### src/rtl/ibex_shadow_stack_ctrl_if.sv
// Request bus from the shadow-stack controller (master) to the shadow stack (slave).
// The stack answers each strobe with a same-cycle error flag.
interface ibex_shadow_stack_ctrl_if;
  logic [31:0] ss_pointer_wr;
  logic        ss_write;
  logic [31:0] ss_pointer_rd;
  logic        ss_read;
  logic        ss_error;

  modport master (
    output ss_pointer_wr, ss_write, ss_pointer_rd, ss_read,
    input  ss_error
  );

  modport slave (
    input  ss_pointer_wr, ss_write, ss_pointer_rd, ss_read,
    output ss_error
  );
endinterface

### src/rtl/ibex_shadow_stack_ctrl.sv
// Decodes retiring calls/returns into shadow-stack push/pop ops, queues them in a small FIFO,
// issues one op per cycle to the stack and latches a sticky alert on stack error or queue overflow.
module ibex_shadow_stack_ctrl #(
  parameter int unsigned QUEUE_DEPTH = 4,
  parameter logic        ENABLE_RST  = 1'b0
) (
  input  logic                             clk_i,
  input  logic                             rst_i,
  input  logic                             cfg_en_i,
  input  logic                             cfg_en_val_i,
  input  logic                             clear_alert_i,
  input  logic                             instr_valid_i,
  input  logic [31:0]                      instr_i,
  input  logic                             instr_is_c_i,
  input  logic [31:0]                      pc_i,
  input  logic [31:0]                      jump_target_i,
  output logic                             stall_o,
  ibex_shadow_stack_ctrl_if.master         ss,
  output logic                             alert_o,
  output logic [1:0]                       alert_cause_o,
  output logic [31:0]                      alert_pc_o
);

  localparam int unsigned AW = $clog2(QUEUE_DEPTH);
  localparam int unsigned CW = AW + 1;

  localparam logic [6:0] OPC_JAL  = 7'b1101111;
  localparam logic [6:0] OPC_JALR = 7'b1100111;

  localparam logic [1:0] CAUSE_NONE = 2'b00;
  localparam logic [1:0] CAUSE_POP  = 2'b01;
  localparam logic [1:0] CAUSE_PUSH = 2'b10;
  localparam logic [1:0] CAUSE_OVF  = 2'b11;

  typedef enum logic [1:0] {ST_RUN, ST_DRAIN, ST_ALERT} state_e;
  typedef enum logic {OP_PUSH = 1'b0, OP_POP = 1'b1} op_e;

  typedef struct packed {
    op_e         op;
    logic [31:0] value;
    logic [31:0] pc;
  } entry_t;

  state_e        state_q, state_d;
  logic          enable_q, enable_d;
  logic          alert_q, alert_d;
  logic [1:0]    cause_q, cause_d;
  logic [31:0]   alert_pc_q, alert_pc_d;
  logic [AW-1:0] wr_ptr_q, wr_ptr_d;
  logic [AW-1:0] rd_ptr_q, rd_ptr_d;
  logic [CW-1:0] count_q, count_d;
  entry_t        mem_q [QUEUE_DEPTH];

  entry_t        head, entry0, entry1;
  logic          we0, we1;
  logic [1:0]    n_enq;
  logic          issue, stack_err, overflow, decode_active, accept;
  logic          is_jal, is_jalr, rd_link, rs1_link, dec_push, dec_pop;
  logic [4:0]    rd_idx, rs1_idx;
  logic [31:0]   link_addr;

  // Immediate bits are irrelevant to the call/return classification.
  logic unused_instr_bits;
  assign unused_instr_bits = ^instr_i[31:20];

  // ---------------------------------------------------------------------------
  // Decode: x1 and x5 are the link registers
  // ---------------------------------------------------------------------------
  assign rd_idx    = instr_i[11:7];
  assign rs1_idx   = instr_i[19:15];
  assign is_jal    = (instr_i[6:0] == OPC_JAL);
  assign is_jalr   = (instr_i[6:0] == OPC_JALR) && (instr_i[14:12] == 3'b000);
  assign rd_link   = (rd_idx == 5'd1) || (rd_idx == 5'd5);
  assign rs1_link  = (rs1_idx == 5'd1) || (rs1_idx == 5'd5);
  assign link_addr = pc_i + (instr_is_c_i ? 32'd2 : 32'd4);

  always_comb begin
    dec_push = 1'b0;
    dec_pop  = 1'b0;
    if (is_jal) begin
      dec_push = rd_link;
    end else if (is_jalr) begin
      dec_push = rd_link;
      dec_pop  = rs1_link && (!rd_link || (rd_idx != rs1_idx));
    end
  end

  // ---------------------------------------------------------------------------
  // Issue side: head of the queue drives the stack directly
  // ---------------------------------------------------------------------------
  assign head      = mem_q[rd_ptr_q];
  assign issue     = (state_q != ST_ALERT) && (count_q != '0);
  assign stack_err = issue && ss.ss_error;

  assign ss.ss_write      = issue && (head.op == OP_PUSH);
  assign ss.ss_read       = issue && (head.op == OP_POP);
  assign ss.ss_pointer_wr = (issue && (head.op == OP_PUSH)) ? head.value : '0;
  assign ss.ss_pointer_rd = (issue && (head.op == OP_POP))  ? head.value : '0;

  // A POP+PUSH instr needs two free entries, so stall below that.
  assign stall_o       = (count_q > CW'(QUEUE_DEPTH - 2));
  assign decode_active = enable_q && (state_q == ST_RUN);
  assign overflow      = instr_valid_i && stall_o && (state_q != ST_ALERT);
  assign accept        = instr_valid_i && decode_active && !stall_o;

  // ---------------------------------------------------------------------------
  // Enqueue: POP always lands before PUSH so order is preserved
  // ---------------------------------------------------------------------------
  // NOTE: every signal written in an always_comb gets a default first so no latch is inferred.
  always_comb begin
    we0    = 1'b0;
    we1    = 1'b0;
    n_enq  = 2'd0;
    entry0 = '{op: OP_POP,  value: jump_target_i, pc: pc_i};
    entry1 = '{op: OP_PUSH, value: link_addr,     pc: pc_i};
    if (accept) begin
      if (dec_pop) begin
        we0   = 1'b1;
        we1   = dec_push;
        n_enq = dec_push ? 2'd2 : 2'd1;
      end else if (dec_push) begin
        entry0 = entry1;
        we0    = 1'b1;
        n_enq  = 2'd1;
      end
    end
  end

  always_comb begin
    rd_ptr_d = rd_ptr_q + AW'(issue);
    wr_ptr_d = wr_ptr_q + AW'(n_enq);
    count_d  = count_q + CW'(n_enq) - CW'(issue);
    if (state_q == ST_ALERT) begin
      rd_ptr_d = '0;
      wr_ptr_d = '0;
      count_d  = '0;
    end
  end

  // ---------------------------------------------------------------------------
  // Control FSM and sticky alert
  // ---------------------------------------------------------------------------
  always_comb begin
    state_d    = state_q;
    enable_d   = enable_q;
    alert_d    = alert_q;
    cause_d    = cause_q;
    alert_pc_d = alert_pc_q;
    if (cfg_en_i) begin
      enable_d = cfg_en_val_i;
    end
    unique case (state_q)
      ST_RUN, ST_DRAIN: begin
        if (stack_err) begin
          state_d    = ST_ALERT;
          alert_d    = 1'b1;
          cause_d    = (head.op == OP_POP) ? CAUSE_POP : CAUSE_PUSH;
          alert_pc_d = head.pc;
        end else if (overflow) begin
          state_d    = ST_ALERT;
          alert_d    = 1'b1;
          cause_d    = CAUSE_OVF;
          alert_pc_d = pc_i;
        end else if ((state_q == ST_RUN) && cfg_en_i && !cfg_en_val_i && (count_q != '0)) begin
          state_d = ST_DRAIN;
        end else if ((state_q == ST_DRAIN) && (count_q == '0)) begin
          state_d = ST_RUN;
        end
      end
      ST_ALERT: begin
        if (clear_alert_i) begin
          state_d    = ST_RUN;
          alert_d    = 1'b0;
          cause_d    = CAUSE_NONE;
          alert_pc_d = '0;
        end
      end
      default: state_d = ST_RUN;
    endcase
  end

  always_ff @(posedge clk_i) begin
    if (rst_i) begin
      state_q    <= ST_RUN;
      enable_q   <= ENABLE_RST;
      alert_q    <= 1'b0;
      cause_q    <= CAUSE_NONE;
      alert_pc_q <= '0;
      wr_ptr_q   <= '0;
      rd_ptr_q   <= '0;
      count_q    <= '0;
    end else begin
      state_q    <= state_d;
      enable_q   <= enable_d;
      alert_q    <= alert_d;
      cause_q    <= cause_d;
      alert_pc_q <= alert_pc_d;
      wr_ptr_q   <= wr_ptr_d;
      rd_ptr_q   <= rd_ptr_d;
      count_q    <= count_d;
    end
  end

  // NOTE: queue storage has no reset; occupancy gates every read, so stale entries are never seen.
  always_ff @(posedge clk_i) begin
    if (we0) begin
      mem_q[wr_ptr_q] <= entry0;
    end
    if (we1) begin
      mem_q[wr_ptr_q + AW'(1)] <= entry1;
    end
  end

  assign alert_o       = alert_q;
  assign alert_cause_o = cause_q;
  assign alert_pc_o    = alert_pc_q;

endmodule
### src/flat_wrapper.sv
// flat-port wrapper written by rule: the top's interface ports become plain ports
module ibex_shadow_stack_ctrl_flat 
#(
  parameter int unsigned QUEUE_DEPTH = 4,
  parameter logic        ENABLE_RST  = 1'b0
)
  (clk_i, rst_i, cfg_en_i, cfg_en_val_i, clear_alert_i, instr_valid_i, instr_i, instr_is_c_i, pc_i, jump_target_i, stall_o, alert_o, alert_cause_o, alert_pc_o, ss_ss_pointer_wr, ss_ss_write, ss_ss_pointer_rd, ss_ss_read, ss_ss_error);
  ibex_shadow_stack_ctrl_if ss_i ();
  input  logic clk_i;
  input  logic rst_i;
  input  logic cfg_en_i;
  input  logic cfg_en_val_i;
  input  logic clear_alert_i;
  input  logic instr_valid_i;
  input  logic [31:0] instr_i;
  input  logic instr_is_c_i;
  input  logic [31:0] pc_i;
  input  logic [31:0] jump_target_i;
  output logic stall_o;
  output logic alert_o;
  output logic [1:0] alert_cause_o;
  output logic [31:0] alert_pc_o;
  output wire logic [$bits(ss_i.ss_pointer_wr)-1:0] ss_ss_pointer_wr;
  output wire logic [$bits(ss_i.ss_write)-1:0] ss_ss_write;
  output wire logic [$bits(ss_i.ss_pointer_rd)-1:0] ss_ss_pointer_rd;
  output wire logic [$bits(ss_i.ss_read)-1:0] ss_ss_read;
  input wire logic [$bits(ss_i.ss_error)-1:0] ss_ss_error;
  assign ss_ss_pointer_wr = ss_i.ss_pointer_wr;
  assign ss_ss_write = ss_i.ss_write;
  assign ss_ss_pointer_rd = ss_i.ss_pointer_rd;
  assign ss_ss_read = ss_i.ss_read;
  assign ss_i.ss_error = ss_ss_error;
  ibex_shadow_stack_ctrl #(.QUEUE_DEPTH(QUEUE_DEPTH), .ENABLE_RST(ENABLE_RST)) u_core (.clk_i(clk_i), .rst_i(rst_i), .cfg_en_i(cfg_en_i), .cfg_en_val_i(cfg_en_val_i), .clear_alert_i(clear_alert_i), .instr_valid_i(instr_valid_i), .instr_i(instr_i), .instr_is_c_i(instr_is_c_i), .pc_i(pc_i), .jump_target_i(jump_target_i), .stall_o(stall_o), .ss(ss_i), .alert_o(alert_o), .alert_cause_o(alert_cause_o), .alert_pc_o(alert_pc_o));
endmodule
### config.mk
export PLATFORM = sky130hd
export DESIGN_NAME = ibex_shadow_stack_ctrl_flat
export DESIGN_NICKNAME = d
export VERILOG_FILES = /design/src/rtl/ibex_shadow_stack_ctrl_if.sv /design/src/rtl/ibex_shadow_stack_ctrl.sv /design/src/flat_wrapper.sv
export SDC_FILE = /design/constraint.sdc
export NUM_CORES = 1
export LEC_CHECK = 0
export CORE_MARGIN = 2
export CORE_UTILIZATION = 40
export DETAILED_ROUTE_END_ITERATION = 8
export PLACE_DENSITY_LB_ADDON = 0.2
export SYNTH_ARGS = -nofsm -noshare
export SYNTH_HDL_FRONTEND = slang
export SYNTH_SLANG_ARGS = --single-unit
### constraint.sdc
create_clock -name clk_i -period 14.7 [get_ports clk_i]
set_clock_uncertainty 0.15 [all_clocks]
set_input_delay 2.94 -clock clk_i [delete_from_list [all_inputs] [get_ports clk_i]]
set_output_delay 2.94 -clock clk_i [all_outputs]
set_load 0.01 [all_outputs]
==> results.json, run 1 <==
{
  "tns_ps": 0,
  "core_sq_mm": 0.0386,
  "clkLatencyLatePin_ps": 510,
  "ys.flop_type": "edfxtp_1",
  "dr.pass1.iters": 5,
  "worstPathArrival_ps": 3410,
  "synth_area_leader_cell": "edfxtp_1",
  "finalWirelength_um": 42200,
  "grt_use_total_pct": 20.8,
  "antenna_found_initial": 2,
  "gp_congestion": 0.789,
  "slew_violations": 0,
  "maxSlewHeadroom_pct": 27.7,
  "final_common_cell": "edfxtp_1",
  "worstPathRequired_ps": 11610,
  "routedWlPerCell_um": 22.1,
  "ant_nets": 0,
  "cts-root-buf": "clkbuf_16",
  "cts_hold_buf": 0,
  "synth.top_cell.area_share_pct": 49.1,
  "critPathKind": "register to output port",
  "drc_errors": 0,
  "numPortBuffers": 193,
  "status": "completed",
  "worstSetupStartpointType": "register",
  "cap_violations": 0,
  "p_leak_uw": 0.00675,
  "ys_top_cells_by_area": "edfxtp_1 49%, mux4_2 9.4%, and2_1 7.4%",
  "nets": 1481,
  "grt_pass1_wl_um": 64900,
  "ir_drop_uv": 77.4,
  "grt_overflow": 0,
  "crit_fanout": 34,
  "cts_setup_buffers": 0,
  "syn_area_sq_mm": 0.0157,
  "cellPowerDensity_mw_per_mm2": 122,
  "dpl.hpwl_um": 26800,
  "ioPinCount": 206,
  "setup_viol": 0,
  "drt_iter0_markers": 663,
  "cts_max_level": 2,
  "area_delta_synth_final_pct": 22.4,
  "total_power_uw": 2340,
  "die_w_um": 202,
  "period_needed_ps": 6500,
  "numCtsBuffers": 35,
  "yosysSeqAreaShare_pct": 55.4,
  "post_cts_resized": 0,
  "cts_tree": "yes",
  "die_h_um": 202,
  "hold_class": "register to register",
  "cts_max_path_buffers": 3,
  "syn-mean-instance-area_sq_um": 13.0,
  "ys_warn_count": 0,
  "grt_pass1_vias": 10900,
  "drive_above_1_share_pct": 14.4,
  "initial_core_util_pct": 40.5,
  "synthArstFlopShare_pct": 0,
  "grt_start_max_net_pins": 64,
  "place_ws_ps": 7730,
  "clkTransAtPathRegs_ps": 60,
  "post-route-period-util_pct": 44.2,
  "layout_common_cells": "256 x edfxtp_1, 193 x clkdlybuf4s50_1, 184 x and2_1, 107 x nand2_1, 77 x o2bb2ai_1",
  "synthCells": 1207,
  "synth_nets": 1323,
  "tightest_slew_ps": 1080,
  "synth_edf_count": 256,
  "dieArea_sq_mm": 0.0407,
  "viasPerCell": 5.54,
  "synth.distinct_cells": 67,
  "fmax_mhz": 154,
  "hold_viol_final": 0,
  "grt_setup_unrepaired": "no",
  "end_kind": "output port",
  "cts_sinks": 305,
  "fin_ws_ps": 8200,
  "synth_seq_cells": 305,
  "vias": 10600,
  "rows": 72,
  "holdWs_ps": 302
}
==> cells by family (layout without fill, tap and decap cells) <==
logic type               count (synthesis)  after routing  share of synthesized area (%)
AND/OR/NAND/NOR                        422            422                           15.8
flip-flops                             305            305                           55.4
AO/OA/AOI/OAI                          240            240                           12.6
buffers and inverters                  126            309                           3.69
multiplexers                            70             70                           9.70
XOR/XNOR                                32             32                           1.79
adder cells (fa/ha/maj)                 12             12                           1.06
other                                    0              1                              0
==> metal layers <==
layer  global-route usage, %  wire length [um]  part of all wire, %
met5                       0                13                0.031
met2                    36.3             21300                   50
met4                    5.93               874                  2.1
met3                    3.50              2540                  6.0
met1                    26.8             17500                   41
==> metrics by stage <==
stage	area [sq um]	utilization, %	cells
2_1_floorplan	15700	-	1207
3_3_place_gp	18000	46.7	1846
3_5_place_dp	18000	46.7	1846
4_1_cts	19200	49.6	1908
5_1_grt	19200	49.6	1909
6_report	19200	49.6	1909
==> sequential cells by signal (all words and copies together) (netlist names) <==
name,flops
u_core.state_q,2
u_core.enable_q,1
u_core.count_q,3
u_core.mem_q,260
u_core.rd_ptr_q,2
u_core.wr_ptr_q,2
u_core.alert_o,1
u_core.alert_pc_o,32
u_core.alert_cause_o,2
==> final timing paths <==
kind         slack, ps  cells past startpoint                            endpoint                               start
max               8200                      4                ss_ss_pointer_wr[30]       u_core.rd_ptr_q[0]$_SDFF_PP0_
min reg2reg        300                      2  u_core.alert_pc_o[26]$_SDFFE_PP0P_  u_core.alert_pc_o[26]$_SDFFE_PP0P_
max reg2reg      11250                      6       u_core.mem_q[0][54]$_DFFE_PP_        u_core.count_q[0]$_SDFF_PP0_
min                300                      2  u_core.alert_pc_o[26]$_SDFFE_PP0P_  u_core.alert_pc_o[26]$_SDFFE_PP0P_
==> where the power goes <==
part	internal [uW]	switching, uW	total, uW
clock network	517	341	858
logic	209	269	478
registers	956	45.7	1000
total	1680	656	2340
==> worst max-delay path, cell delays in order (launching register included) <==
cell and delay (ps):
dfxtp_4 830, buf_4 720, mux4_2 650, and2_1 180, clkdlybuf4s50_1 470
==> layout make-up <==
cell class,count,area [sq um]
tap,518,648
clock inverter,14,139
clock buffer,48,977
multi-input combinational,776,6480
sequential,305,8670
timing repair buffer,220,2130
antenna,1,2.50
inverter,27,101
fill,3404,19500
==> synth_stat cells, types with 2 or more instances <==
| cell type | count |
|---|---|
| edfxtp_1 | 256 |
| and2_1 | 184 |
| nand2_1 | 109 |
| o2bb2ai_1 | 77 |
| mux4_2 | 65 |
| clkbuf_1 | 53 |
| a21oi_1 | 52 |
| dfxtp_1 | 49 |
| buf_2 | 37 |
| a21o_1 | 34 |
| inv_1 | 27 |
| o2bb2ai_2 | 19 |
| nor2_1 | 17 |
| nor3_1 | 17 |
| xnor2_1 | 17 |
| nand4_1 | 16 |
| a22o_1 | 15 |
| xor2_1 | 15 |
| nor4_1 | 13 |
| and3_1 | 11 |
| ha_1 | 10 |
| o21ai_0 | 9 |
| nand3_1 | 8 |
| nor2b_1 | 8 |
| o22ai_1 | 8 |
| nor3_2 | 6 |
| o32ai_1 | 6 |
| nand2b_1 | 4 |
| o32ai_2 | 4 |
| or3_1 | 4 |
| a31oi_1 | 3 |
| and4_1 | 3 |
| buf_4 | 3 |
| mux2_2 | 3 |
| nor4_4 | 3 |
| o21a_1 | 3 |
| and4b_1 | 2 |
| buf_1 | 2 |
| buf_12 | 2 |
| buf_6 | 2 |
| fa_1 | 2 |
| mux2i_1 | 2 |
| nand3b_1 | 2 |
| nor3b_1 | 2 |
Power figures use the tool's default switching activity.
==> inputs of run 2 (changes only) <==
==> constraint.sdc (replaced) <==
create_clock -name clk_i -period 5.9 [get_ports clk_i]
set_clock_uncertainty 0.15 [all_clocks]
set_input_delay 1.18 -clock clk_i [delete_from_list [all_inputs] [get_ports clk_i]]
set_output_delay 1.18 -clock clk_i [all_outputs]
set_load 0.01 [all_outputs]
==> results.json, run 2 (synthesis results as in run 1) <==
{
  "status": "completed",
  "critPathKind": "input port to register",
  "cts-root-buf": "clkbuf_16",
  "crit_chain": "clkdlybuf4s50_1 -> ha_1 -> inv_1 -> fa_1 -> nand4b_2 -> nor4_1 -> nand3_1 -> xor2_1 -> o2bb2ai_1",
  "ir_drop_uv": 180,
  "place_ws_ps": 1100,
  "core_sq_mm": 0.0386,
  "fmax_mhz": 232,
  "grt_pass1_wl_um": 65300,
  "area_delta_synth_final_pct": 23.2,
  "tns_ps": 0,
  "dr.pass1.iters": 5,
  "grt_use_total_pct": 20.9,
  "ioPinCount": 206,
  "clkLatencyLatePin_ps": 510,
  "cellPowerDensity_mw_per_mm2": 308,
  "hold_viol_final": 0,
  "antenna_found_initial": 0,
  "post-route-period-util_pct": 73.1,
  "cp_top_family": "simple AND/OR/NAND/NOR gates",
  "initial_core_util_pct": 40.5,
  "final_common_cell": "edfxtp_1",
  "dp_cells": 1852,
  "diodes": 0,
  "cts_max_level": 2,
  "largest_reg_flops": 260,
  "regArea_sq_mm": 0.00867,
  "drive_above_1_share_pct": 14.8,
  "cpMaxStageDelayCell": "nor4_1",
  "drt_iter0_markers": 689,
  "tightest_slew_ps": 1020,
  "final_area_sq_mm": 0.0193,
  "hold_start": "u_core.alert_cause_o[1]$_SDFFE_PP0P_",
  "viasPerCell": 5.53,
  "end_kind": "register",
  "cts_hold_buf": 0,
  "grt_overflow": 0,
  "multi_input_area_sq_mm": 0.00648,
  "cpPeakStageDelay_ps": 860,
  "p_leak_uw": 0.00681,
  "grt_setup_unrepaired": "no",
  "drc_errors": 0,
  "nets": 1487,
  "vias": 10600,
  "worstSetupStartpointType": "input port",
  "numPortBuffers": 193,
  "path_buf_inv": 2,
  "dieArea_sq_mm": 0.0407,
  "dpl.hpwl_um": 26800,
  "cts_tree": "yes",
  "slew_violations": 0,
  "fill_cells": 3393,
  "cts_setup_buffers": 0,
  "grt_start_max_net_pins": 74,
  "numCtsBuffers": 35,
  "holdWs_ps": 302,
  "dpl_cell_area_sq_mm": 0.0181,
  "top_register": "u_core.mem_q",
  "setup_viol": 0,
  "r2r-start": "u_core.count_q[0]$_SDFF_PP0_",
  "crit_start": "pc_i[1]",
  "cap_violations": 0,
  "grt_pass1_vias": 10900,
  "die_h_um": 202,
  "crit_fanout": 6,
  "clkTransAtPathRegs_ps": 60,
  "cts_max_path_buffers": 3,
  "gp_congestion": 0.826,
  "post_cts_resized": 0,
  "layout_common_cells": "256 x edfxtp_1, 193 x clkdlybuf4s50_1, 184 x and2_1, 107 x nand2_1, 77 x o2bb2ai_1",
  "finalWirelength_um": 42300,
  "period_needed_ps": 4320,
  "rows": 72,
  "fin_ws_ps": 1580,
  "routedWlPerCell_um": 22.1,
  "maxSlewHeadroom_pct": 31.6,
  "ant_nets": 0,
  "die_w_um": 202,
  "hold_class": "register to register",
  "cts_sinks": 305,
  "worstPathRequired_ps": 5970,
  "worstPathArrival_ps": 4390,
  "post_layout_nonfiller_instances": 1914
}
==> run 2: cell types whose count changed in the layout (fill, tap and decap cells not counted) <==
cell / previous run / this run
clkinv_1: 5 / 3
clkbuf_8: 1 / 0
bufinv_16: 3 / 6
diode_2: 1 / 0
nor2b_2: 1 / 0
buf_4: 27 / 32
buf_12: 0 / 1
nor2b_1: 7 / 8
==> run 2: where the power goes <==
part	internal (uW)	switching, uW
combinational	525	724
clock	1410	850
sequential	2380	52.3
total	4310	1630
==> run 2: path summary, 6_finish.rpt <==
kind / depth (start not counted) / end / slack (ps)
worst max-delay path: 9 / u_core.mem_q[2][51]$_DFFE_PP_ / 1580
worst min-delay path: 2 / u_core.alert_cause_o[1]$_SDFFE_PP0P_ / 300
worst max register to register: 6 / u_core.mem_q[0][17]$_DFFE_PP_ / 2640
worst min register to register: 2 / u_core.alert_cause_o[1]$_SDFFE_PP0P_ / 300
==> run 2: through the flow <==
step | utilization [%] | power, uW
3_3_place_gp | 46.8 | 3750
2_1_floorplan | - | 3220
3_5_place_dp | 46.8 | 3760
4_1_cts | 49.9 | 6010
5_1_grt | 49.9 | 6200
6_report | 49.9 | 5940
==> run 2: routing by layer <==
layer | vias to the layer above | wire length, um | part of all wire, % | track usage, %
met2 | 309 | 21500 | 51 | 37.1
met3 | 56 | 2220 | 5.2 | 2.82
met4 | 0 | 839 | 2.0 | 5.49
li1 | 4900 | - | - | -
met1 | 5328 | 17700 | 42 | 26.8
met5 | - | 0 | 0 | 0
==> run 2: final cells by class <==
cell class                 instances  share of cell area (%)
tap                              518                    3.36
timing repair buffer             226                    11.4
inverter                          27                   0.526
multi-input combinational        776                    33.6
clock inverter                    15                    1.15
clock buffer                      47                    5.00
sequential                       305                    45.0
==> run 2: worst register-to-register path: stages, from the launching register on <==
cell and delay [ps]:
dfxtp_1 340, a21oi_1 380, nand2_1 410, buf_4 350, or3_1 650, nand2_4 200
buf_4 400
==> inputs of run 3 (changes only) <==
==> constraint.sdc (replaced) <==
create_clock -name clk_i -period 3.9 [get_ports clk_i]
set_clock_uncertainty 0.15 [all_clocks]
set_input_delay 0.78 -clock clk_i [delete_from_list [all_inputs] [get_ports clk_i]]
set_output_delay 0.78 -clock clk_i [all_outputs]
set_load 0.01 [all_outputs]
==> results.json, run 3 (synthesis results as in run 1) <==
{
  "total_power_uw": 8900,
  "pwr-share-seq_pct": 41.4,
  "cts-root-buf": "clkbuf_16",
  "post_cts_resized": 0,
  "maxSlewHeadroom_pct": 39.5,
  "ir_drop_uv": 282,
  "grt_overflow": 0,
  "grt_use_total_pct": 21.7,
  "clkTransAtPathRegs_ps": 60,
  "path_buf_inv": 2,
  "grt_start_max_net_pins": 66,
  "tightest_slew_ps": 907,
  "gp_congestion": 0.814,
  "whs_path_depth": 2,
  "vias": 10900,
  "p_comb_share_pct": 21.9,
  "cts_hold_buf": 0,
  "routedWlPerCell_um": 22.3,
  "cts_max_level": 2,
  "r2r-start": "u_core.count_q[0]$_SDFF_PP0_",
  "crit_fanout": 31,
  "dr.pass1.iters": 5,
  "core_sq_mm": 0.0386,
  "viasPerCell": 5.51,
  "cellPowerDensity_mw_per_mm2": 448,
  "cts_setup_buffers": 0,
  "cts_tree": "yes",
  "tns_ps": 0,
  "ant_nets": 0,
  "die_h_um": 202,
  "finalWirelength_um": 44000,
  "slew_violations": 0,
  "hold_viol_final": 0,
  "clkLatencyLatePin_ps": 520,
  "fin_ws_ps": 78.8,
  "cpMaxStageDelayCell": "clkdlybuf4s50_1",
  "power_switching_uw": 2520,
  "grt_pass1_wl_um": 67400,
  "crit_chain": "mux4_2 -> and3_1 -> buf_4 -> and2_1 -> clkdlybuf4s50_1",
  "setup_viol": 0,
  "reg2reg_slack_ps": 1210,
  "top_register": "u_core.mem_q",
  "initial_core_util_pct": 40.5,
  "dieArea_sq_mm": 0.0407,
  "p_int_uw": 6390,
  "rows": 72,
  "place_ws_ps": -98.3,
  "cp_top_family": "buffers and inverters",
  "nets": 1541,
  "final_common_cell": "edfxtp_1",
  "drc_errors": 0,
  "worstPathArrival_ps": 2890,
  "largest_reg_flops": 260,
  "dpl.hpwl_um": 28500,
  "cts_sinks": 305,
  "whs_endpoint": "u_core.alert_pc_o[28]$_SDFFE_PP0P_",
  "worstReg2RegEnd": "u_core.mem_q[0][51]$_DFFE_PP_",
  "cpPeakStageDelay_ps": 560,
  "fill_cells": 3383,
  "cts_max_path_buffers": 3,
  "switching_share_pct": 28.2,
  "die_w_um": 202,
  "ioPinCount": 206,
  "worstSetupStartpointType": "register",
  "grt_pass1_vias": 11300,
  "numCtsBuffers": 35,
  "end_kind": "output port",
  "post-route-period-util_pct": 98.0,
  "r2r_cells": 5,
  "drive_above_1_share_pct": 18.0,
  "area_delta_synth_final_pct": 26.9,
  "status": "completed",
  "p_leak_uw": 0.00712,
  "antenna_found_initial": 3,
  "power.share.clock_pct": 36.7,
  "critPathKind": "register to output port",
  "final_area_sq_mm": 0.0199,
  "grt_setup_unrepaired": "no",
  "hold_start": "u_core.alert_pc_o[28]$_SDFFE_PP0P_",
  "drt_iter0_markers": 688,
  "layout_common_cells": "256 x edfxtp_1, 193 x clkdlybuf4s50_1, 184 x and2_1, 108 x nand2_1, 77 x o2bb2ai_1",
  "dpl_cell_area_sq_mm": 0.0187,
  "holdWs_ps": 301,
  "numPortBuffers": 193,
  "fmax_mhz": 262,
  "cap_violations": 0,
  "hold_class": "register to register",
  "period_needed_ps": 3820,
  "worstPathRequired_ps": 2970
}
## run 3: metal layers
metal	vias to the layer above	wire (um)	global-route usage (%)	part of all wire [%]
li1	4996	-	-	-
met1	5487	18700	28.5	42
met2	319	21900	37.3	50
met3	69	2180	3.05	5.0
met4	2	1210	7.01	2.8
met5	-	17	0	0.039
## run 3: cell type report
cell class                 instances  area (sq um)  share of cell area (%)
clock buffer                      48          1010                    5.07
antenna                            2          5.00                  0.0252
tap                              518           648                    3.26
sequential                       305          8670                    43.7
clock inverter                    16           135                   0.681
multi-input combinational        776          6460                    32.6
timing repair buffer             280          2820                    14.2
inverter                          27           101                   0.510
## run 3: worst max-delay path by stage
stage / start / to / slack, ps / depth (start not counted)
2_1_floorplan: instr_i[3] / u_core.mem_q[2][0]$_DFFE_PP_ / 30 / 8
3_3_place_gp: instr_is_c_i / u_core.mem_q[0][63]$_DFFE_PP_ / -100 / 10
3_5_place_dp: instr_is_c_i / u_core.mem_q[0][63]$_DFFE_PP_ / -100 / 10
4_1_cts: u_core.rd_ptr_q[0]$_SDFF_PP0_ / ss_ss_pointer_rd[22] / 50 / 5
5_1_grt: u_core.rd_ptr_q[0]$_SDFF_PP0_ / ss_ss_pointer_rd[22] / 2 / 5
6_report: u_core.rd_ptr_q[0]$_SDFF_PP0_ / ss_ss_pointer_rd[22] / 80 / 5
## run 3: worst min-delay path: stages (launching register included)
cell	delay, ps
dfxtp_1	310
nand2_1	50
a21oi_1	50
## run 3: metrics by stage
step / cells / utilization, %
CTS: 1970 / 51.4
floorplan: 1207 / -
detailed placement: 1906 / 48.4
global placement: 1906 / 48.4
global route: 1972 / 51.4
finish: 1972 / 51.4
## run 3: power by group through the flow
stage | combinational (uW) | clock, uW | sequential, uW
3_5_place_dp | 1990 | 0 | 3750
4_1_cts | 2000 | 3320 | 3690
2_1_floorplan | 1100 | 0 | 3780
5_1_grt | 2160 | 3430 | 3700
6_report | 1950 | 3270 | 3680
3_3_place_gp | 1970 | 0 | 3750
